==> config.mk <==
export PLATFORM = sky130hd
export DESIGN_NAME = hub75_multichain_driver
export DESIGN_NICKNAME = d
export VERILOG_FILES = /design/src/rtl/hub75_multichain_driver.sv
export SDC_FILE = /design/constraint.sdc
export NUM_CORES = 1
export LEC_CHECK = 0
export ABC_AREA = 1
export CAP_MARGIN = 10
export CELL_PAD_IN_SITES_DETAIL_PLACEMENT = 0
export CELL_PAD_IN_SITES_GLOBAL_PLACEMENT = 1
export CORE_MARGIN = 4
export CORE_UTILIZATION = 40
export DETAILED_ROUTE_END_ITERATION = 12
export MAX_ROUTING_LAYER = met4
export PLACE_DENSITY_LB_ADDON = 0.1
export SLEW_MARGIN = 20
export SYNTH_ARGS = -nofsm -noshare
export SYNTH_HDL_FRONTEND = slang
export SYNTH_SLANG_ARGS = --single-unit
==> constraint.sdc <==
create_clock -name clk -period 9.59 [get_ports clk]
set_clock_uncertainty 0.15 [all_clocks]
set_input_delay 2.877 -clock clk [delete_from_list [all_inputs] [get_ports clk]]
set_output_delay 2.877 -clock clk [all_outputs]
set_load 0.005 [all_outputs]
==> src/rtl/hub75_multichain_driver.sv <==
// hub75_multichain_driver: BCM scan driver for N_CHAINS parallel HUB75 chains.
// Optional checkerboard source: define HUB75_TEST_PATTERN_EN (adds ctrl_test_pattern).
//
// Ports:
//   clk, ctrl_rst (sync, active high), ctrl_en
//   ctrl_n_rows/n_cols/bitdepth/lsb_blank/brightness : config, clamped and
//     latched on leaving IDLE and at each frame boundary
//   ctrl_swap_req/ack, ctrl_frame_done : frame-synchronous buffer swap
//   mem_en/buffer/addr/bit, mem_din   : frame buffer read port (1-cycle latency)
//   disp_clk/blank/latch/addr/rgb     : panel connector outputs
module hub75_multichain_driver #(
  parameter int N_CHAINS       = 2,
  parameter int N_ROWS_MAX     = 64,
  parameter int N_COLS_MAX     = 256,
  parameter int BITDEPTH_MAX   = 8,
  parameter int CTRL_REG_WIDTH = 32,
  parameter int MEM_ADDR_WIDTH = $clog2(N_ROWS_MAX*N_COLS_MAX)-1,
  parameter int ROW_ADDR_WIDTH = $clog2(N_ROWS_MAX)-1
) (
  input  logic                          clk,
  input  logic                          ctrl_rst,
  input  logic                          ctrl_en,
  input  logic [CTRL_REG_WIDTH-1:0]     ctrl_n_rows,
  input  logic [CTRL_REG_WIDTH-1:0]     ctrl_n_cols,
  input  logic [CTRL_REG_WIDTH-1:0]     ctrl_bitdepth,
  input  logic [CTRL_REG_WIDTH-1:0]     ctrl_lsb_blank,
  input  logic [CTRL_REG_WIDTH-1:0]     ctrl_brightness,
`ifdef HUB75_TEST_PATTERN_EN
  input  logic                          ctrl_test_pattern,
`endif
  input  logic                          ctrl_swap_req,
  output logic                          ctrl_swap_ack,
  output logic                          ctrl_frame_done,
  output logic                          mem_en,
  output logic                          mem_buffer,
  output logic [MEM_ADDR_WIDTH-1:0]     mem_addr,
  output logic [$clog2(BITDEPTH_MAX)-1:0] mem_bit,
  input  logic [6*N_CHAINS-1:0]         mem_din,
  output logic                          disp_clk,
  output logic                          disp_blank,
  output logic                          disp_latch,
  output logic [ROW_ADDR_WIDTH-1:0]     disp_addr,
  output logic [6*N_CHAINS-1:0]         disp_rgb
);

  localparam int SROWS = N_ROWS_MAX / 2;
  localparam int NR_W  = $clog2(SROWS + 1);
  localparam int NC_W  = $clog2(N_COLS_MAX + 1);
  localparam int BD_W  = $clog2(BITDEPTH_MAX + 1);
  localparam int BIT_W = $clog2(BITDEPTH_MAX);
  localparam int RGB_W = 6 * N_CHAINS;
  localparam int CW    = CTRL_REG_WIDTH;
  localparam int EXT_W = CW + BITDEPTH_MAX;

  typedef enum logic [2:0] {
    S_IDLE,
    S_SHIFT,
    S_WAIT_ON,
    S_LATCH,
    S_ON
  } state_t;

  state_t r_state;

  logic [NR_W-1:0]           r_n_rows;
  logic [NC_W-1:0]           r_n_cols;
  logic [BD_W-1:0]           r_bitdepth;
  logic [CW-1:0]             r_lsb;
  logic [CW-1:0]             r_bright;

  logic [ROW_ADDR_WIDTH-1:0] r_row;
  logic [BIT_W-1:0]          r_bit;
  logic [NC_W-1:0]           r_col;
  logic [MEM_ADDR_WIDTH-1:0] r_base;
  logic                      r_phase;
  logic                      r_stop;
  logic                      r_rd;
  logic                      r_cap;
  logic [CW-1:0]             r_on_cnt;

  logic                      r_swap_ack;
  logic                      r_frame_done;
  logic                      r_mem_en;
  logic                      r_mem_buffer;
  logic [MEM_ADDR_WIDTH-1:0] r_mem_addr;
  logic [BIT_W-1:0]          r_mem_bit;
  logic                      r_disp_clk;
  logic                      r_disp_blank;
  logic                      r_disp_latch;
  logic [ROW_ADDR_WIDTH-1:0] r_disp_addr;
  logic [RGB_W-1:0]          r_disp_rgb;

  logic [NR_W-1:0]  w_nrows_c;
  logic [NC_W-1:0]  w_ncols_c;
  logic [BD_W-1:0]  w_bd_c;
  logic             w_cfg_ok;
  logic [EXT_W-1:0] w_sh_ext;
  logic [CW-1:0]    w_sh;
  logic [CW-1:0]    w_dim;
  logic [CW-1:0]    w_on;
  logic             w_last_bit;
  logic             w_last_row;
  logic             w_frame_end;
  logic             w_col_end;
  logic [RGB_W-1:0] w_pix;
  logic             w_rd_en;

  assign w_nrows_c = (ctrl_n_rows > CW'(SROWS)) ?
                     NR_W'(SROWS) : ctrl_n_rows[NR_W-1:0];
  assign w_ncols_c = (ctrl_n_cols > CW'(N_COLS_MAX)) ?
                     NC_W'(N_COLS_MAX) : ctrl_n_cols[NC_W-1:0];
  assign w_bd_c    = (ctrl_bitdepth > CW'(BITDEPTH_MAX)) ?
                     BD_W'(BITDEPTH_MAX) : ctrl_bitdepth[BD_W-1:0];
  assign w_cfg_ok  = (w_nrows_c != '0) && (w_ncols_c != '0) &&
                     (w_bd_c != '0);

  // On-time: lsb << bit saturating at CW bits, then dimmed, floor of 1.
  always_comb begin
    w_sh_ext = {{BITDEPTH_MAX{1'b0}}, r_lsb} << r_bit;
    w_sh     = (|w_sh_ext[EXT_W-1:CW]) ? '1 : w_sh_ext[CW-1:0];
    w_dim    = w_sh >> r_bright;
    w_on     = (w_dim == '0) ? CW'(1) : w_dim;
  end

  assign w_last_bit  = (BD_W'(r_bit) == r_bitdepth - BD_W'(1));
  assign w_last_row  = (NR_W'(r_row) == r_n_rows - NR_W'(1));
  assign w_frame_end = w_last_bit && w_last_row;
  assign w_col_end   = (r_col == r_n_cols);

`ifdef HUB75_TEST_PATTERN_EN
  logic r_rd_c0;
  assign w_pix   = ctrl_test_pattern ?
                   {RGB_W{r_rd_c0 ^ r_row[0]}} : mem_din;
  assign w_rd_en = ~ctrl_test_pattern;
`else
  assign w_pix   = mem_din;
  assign w_rd_en = 1'b1;
`endif

  always_ff @(posedge clk) begin
    if (ctrl_rst) begin
      r_state      <= S_IDLE;
      r_n_rows     <= '0;
      r_n_cols     <= '0;
      r_bitdepth   <= '0;
      r_lsb        <= '0;
      r_bright     <= '0;
      r_row        <= '0;
      r_bit        <= '0;
      r_col        <= '0;
      r_base       <= '0;
      r_phase      <= 1'b0;
      r_stop       <= 1'b0;
      r_rd         <= 1'b0;
      r_cap        <= 1'b0;
      r_on_cnt     <= '0;
      r_swap_ack   <= 1'b0;
      r_frame_done <= 1'b0;
      r_mem_en     <= 1'b0;
      r_mem_buffer <= 1'b0;
      r_mem_addr   <= '0;
      r_mem_bit    <= '0;
      r_disp_clk   <= 1'b0;
      r_disp_blank <= 1'b1;
      r_disp_latch <= 1'b0;
      r_disp_addr  <= '0;
      r_disp_rgb   <= '0;
    end else begin
      r_swap_ack   <= 1'b0;
      r_frame_done <= 1'b0;
      r_mem_en     <= 1'b0;
      r_rd         <= 1'b0;
      // Read data arrives one cycle after the read cycle.
      r_cap        <= r_rd;
      if (r_cap) r_disp_rgb <= w_pix;

      // Running on-time of the last latched plane; panel goes dark at 0.
      if (r_on_cnt > CW'(1)) begin
        r_on_cnt <= r_on_cnt - CW'(1);
      end else if (r_on_cnt == CW'(1)) begin
        r_on_cnt     <= '0;
        r_disp_blank <= 1'b1;
      end

      unique case (r_state)
        S_IDLE: begin
          r_disp_blank <= 1'b1;
          r_disp_clk   <= 1'b0;
          r_disp_latch <= 1'b0;
          if (ctrl_en && w_cfg_ok) begin
            r_n_rows   <= w_nrows_c;
            r_n_cols   <= w_ncols_c;
            r_bitdepth <= w_bd_c;
            r_lsb      <= ctrl_lsb_blank;
            r_bright   <= ctrl_brightness;
            r_row      <= '0;
            r_bit      <= '0;
            r_col      <= '0;
            r_base     <= '0;
            r_phase    <= 1'b0;
            r_stop     <= 1'b0;
            r_state    <= S_SHIFT;
          end
        end

        // Phase A issues a read, phase B raises disp_clk for the column
        // captured one step earlier, so rgb changes on the falling edge.
        // One trailing A/B pair clocks the final column.
        S_SHIFT: begin
          r_phase <= ~r_phase;
          if (!r_phase) begin
            r_disp_clk <= 1'b0;
            if (!w_col_end) begin
              r_rd       <= 1'b1;
              r_mem_en   <= w_rd_en;
              r_mem_addr <= r_base + MEM_ADDR_WIDTH'(r_col);
              r_mem_bit  <= r_bit;
`ifdef HUB75_TEST_PATTERN_EN
              r_rd_c0    <= r_col[0];
`endif
            end
          end else begin
            r_disp_clk <= (r_col != '0);
            if (w_col_end) begin
              r_col   <= '0;
              r_state <= S_WAIT_ON;
            end else begin
              r_col <= r_col + NC_W'(1);
            end
          end
        end

        S_WAIT_ON: begin
          r_disp_clk <= 1'b0;
          if (r_on_cnt == '0) begin
            r_state <= r_stop ? S_IDLE : S_LATCH;
          end
        end

        S_LATCH: begin
          r_phase <= ~r_phase;
          if (!r_phase) begin
            r_disp_blank <= 1'b1;
          end else begin
            r_disp_latch <= 1'b1;
            r_disp_addr  <= r_row;
            r_state      <= S_ON;
          end
        end

        S_ON: begin
          r_disp_latch <= 1'b0;
          r_disp_blank <= 1'b0;
          r_on_cnt     <= w_on;
          if (w_frame_end) begin
            r_frame_done <= 1'b1;
            if (ctrl_swap_req) begin
              r_mem_buffer <= ~r_mem_buffer;
              r_swap_ack   <= 1'b1;
            end
            r_n_rows   <= w_nrows_c;
            r_n_cols   <= w_ncols_c;
            r_bitdepth <= w_bd_c;
            r_lsb      <= ctrl_lsb_blank;
            r_bright   <= ctrl_brightness;
            r_row      <= '0;
            r_bit      <= '0;
            r_base     <= '0;
          end else if (w_last_bit) begin
            r_bit  <= '0;
            r_row  <= r_row + ROW_ADDR_WIDTH'(1);
            r_base <= r_base + MEM_ADDR_WIDTH'(r_n_cols);
          end else begin
            r_bit <= r_bit + BIT_W'(1);
          end
          // Let this plane's on-time run out before parking in IDLE.
          if (!ctrl_en || (w_frame_end && !w_cfg_ok)) begin
            r_stop  <= 1'b1;
            r_state <= S_WAIT_ON;
          end else begin
            r_state <= S_SHIFT;
          end
        end

        default: r_state <= S_IDLE;
      endcase
    end
  end

  assign ctrl_swap_ack   = r_swap_ack;
  assign ctrl_frame_done = r_frame_done;
  assign mem_en          = r_mem_en;
  assign mem_buffer      = r_mem_buffer;
  assign mem_addr        = r_mem_addr;
  assign mem_bit         = r_mem_bit;
  assign disp_clk        = r_disp_clk;
  assign disp_blank      = r_disp_blank;
  assign disp_latch      = r_disp_latch;
  assign disp_addr       = r_disp_addr;
  assign disp_rgb        = r_disp_rgb;

endmodule
==> flow_summary.json <==
{
  "period_minus_slack_ns": 6.173,
  "holdWs_ns": 0.2838,
  "path_cells": "clkdlybuf4s50_1 > or2_2 > o41ai_1 > nand4_1 > nor2_1 > nand2_1 > nand3_1 > nand3_1 > o21ai_0 > nand3_1 > inv_1 > nand3_1 > nand2_1 > nor2_1",
  "cts_setup_buffers": 0,
  "setup_viol": 0,
  "start_util": 0.4098,
  "crit_top_cell": "nand3_1",
  "cts_tree": "yes",
  "syn_nets": 2143,
  "cts_resized": 0,
  "drc": 0,
  "crit_path_max_fanout": 20,
  "area_delta_synth_final_pct": 23.48,
  "max-slew-margin-rel": 0.3105,
  "final.fill_count": 3138,
  "p_leak_nw": 6.424,
  "path_buf_inv": 2,
  "wl_per_cell_um": 15.63,
  "cts_made_buffers": 17,
  "synth_common_cells": "451 x nand2_1, 215 x nand3_1, 209 x nor2_1, 191 x dfxtp_1, 178 x a21oi_1",
  "grt_use_total": 0.2356,
  "netlist_area_mm2": 0.01228,
  "ys.flop_type": "dfxtp_1",
  "synth-async-reset-ratio": 0,
  "grt_antenna_before_repair": 1,
  "arrival_ns": 6.35,
  "overflow": 0,
  "ys_seq_area_frac": 0.3115,
  "wl_mm": 38.87,
  "tns_ns": 0,
  "worst_path_dominant_cell_family": "simple AND/OR/NAND/NOR gates",
  "synthTopCellsByArea": "dfxtp_1 31%, nand2_1 14%, nand3_1 8.8%",
  "synth_top_area_frac": 0.3115,
  "via_count": 12980,
  "synth-seq-cells": 191,
  "grt_max_degree": 135,
  "die-area_mm2": 0.03355,
  "vdd_ir_drop_max_mv": 0.1198,
  "start_kind": "primary input",
  "cpPeakStageDelay_ns": 0.56,
  "clk_latency_ns": 0.45,
  "dp_hpwl_mm": 29.52,
  "powerDensity_mw_per_mm2": 240.3,
  "cts.sinks": 191,
  "gp_congestion": 0.8826,
  "coreArea_mm2": 0.02995,
  "total_power_mw": 3.642,
  "synth_area_per_cell_um2": 6.331,
  "netlist_instances": 1939,
  "fin_crit_sh": 0.6437,
  "path_clk_slew_ns": 0.07,
  "fmax_mhz": 162.0,
  "rsz0062_at_grt": "no",
  "yosysWarnings": 0,
  "cap_viol_max_count": 0,
  "status": "finished, final reports clean",
  "finalNetCount": 2288,
  "die_y_um": 183.2,
  "slew_violations": 0,
  "final_util": 0.5061,
  "dr.pass1.iters": 5,
  "boundaryPins": 216,
  "row_count": 63,
  "portBuffers": 215,
  "synth.most_common_cell": "nand2_1",
  "critPathKind": "in -> reg",
  "synth_edf_count": 0,
  "yosysTopAreaCell": "dfxtp_1",
  "hold_viol": 0,
  "drtIter0Drc": 946,
  "worst_setup_path_end_kind": "flop",
  "grt_pass1_wl_mm": 62.92,
  "drive_above_1_share": 0.03435,
  "hp-class": "reg -> reg",
  "ant_nets": 0,
  "clock_path_buffers": 2,
  "tightest_slew_ns": 1.034,
  "htree_num_levels": 4,
  "cp.required_ns": 9.77,
  "synth_cell_type_count": 47,
  "grt_pass1_vias": 12430,
  "cts_hold_buf": 0,
  "die_w_um": 183.2,
  "critPathSlowestCell": "inv_1",
  "root_buffer": "clkbuf_16",
  "via_per_inst": 5.219
}
[cells by family after synthesis]
logic type / Yosys count / share of synthesized area
buffers and inverters: 266 / 0.08817
adders and majority gates: 28 / 0.02976
xor gates and xnor gates: 51 / 0.03639
muxes: 21 / 0.01712
DFF: 191 / 0.3115
and+or+nand+nor: 1000 / 0.3540
AOI/OAI and AO/OA: 382 / 0.1631
[report_power, final]
| group | switching [mW] | internal (mW) |
|---|---|---|
| clock | 0.328 | 0.400 |
| sequential | 0.178 | 1.00 |
| combinational | 1.06 | 0.671 |
| total | 1.57 | 2.07 |
[final timing paths]
check	from	endpoint	slack, ns	cells past startpoint
worst max-delay path	ctrl_n_rows[0]	r_row[2]	3.42	14
worst max register to register	r_bit[0]	r_on_cnt[22]	4.78	21
worst min-delay path	mem_en	r_cap	0.28	2
worst min register to register	mem_en	r_cap	0.28	2
[through the flow]
step                area, µm²  worst slack [ns]  instances
detailed placement      14560             2.999       2455
CTS                     15150             3.462       2486
finish                  15160             3.417       2487
floorplan               12280             4.364       1939
global route            15160             3.004       2487
global placement        14560             2.910       2455
[layout make-up]
cell class | instances | area, µm² | area share
diodes | 1 | 2.502 | 0.0001651
clock buffers | 20 | 456.7 | 0.03013
clock inverters | 11 | 128.9 | 0.008502
inverters | 163 | 616.8 | 0.04069
multi-input cells | 1482 | 7387 | 0.4873
flip-flops and latches | 191 | 3826 | 0.2524
well taps | 390 | 488.0 | 0.03219
repair buffers | 229 | 2252 | 0.1486
[registers in the layout (all words and copies together), names as in the netlist, 3 cells and up]
name	flops
r_bright	32
r_lsb	32
r_on_cnt	32
mem_addr	13
r_base	13
disp_rgb	12
r_col	9
r_n_cols	9
r_n_rows	6
disp_addr	5
r_row	5
r_bitdepth	4
mem_bit	3
r_bit	3
r_state	3
[placed cells by master (no fill, tap or decap), types with 3 or more instances in the layout]
master           count
a211oi_1            13
a21oi_1            178
buf_4               14
clkbuf_16           17
clkdlybuf4s50_1    214
clkinv_1             3
dfxtp_1            189
ha_1                26
inv_1              156
inv_2                3
inv_6                5
mux2i_1             21
nand2_1            451
nand3_1            215
nand3b_1            17
nand4_1             26
nor2_1             207
nor2_2               6
nor3_1              27
nor4_1              30
o211ai_1             3
o21ai_0            170
o31ai_1              3
or2_2                9
xnor2_1             16
xor2_1              35
[worst min-delay path, delay by kind of cell, from the launching register on]
family | cells | cell delay, ns
flip-flops | 1 | 0.32
buffers and inverters | 1 | 0.05
AND/OR/NAND/NOR | 1 | 0.03
[metal layers]
metal,vias to the layer above,wire length (µm),track usage
met2,295,18160,0.3856
met1,5908,18180,0.3025
met5,-,0,-
met4,0,650,0.05959
met3,35,1885,0.04264
li1,6741,-,-
Note: power is estimated with default switching activity, not from simulation.
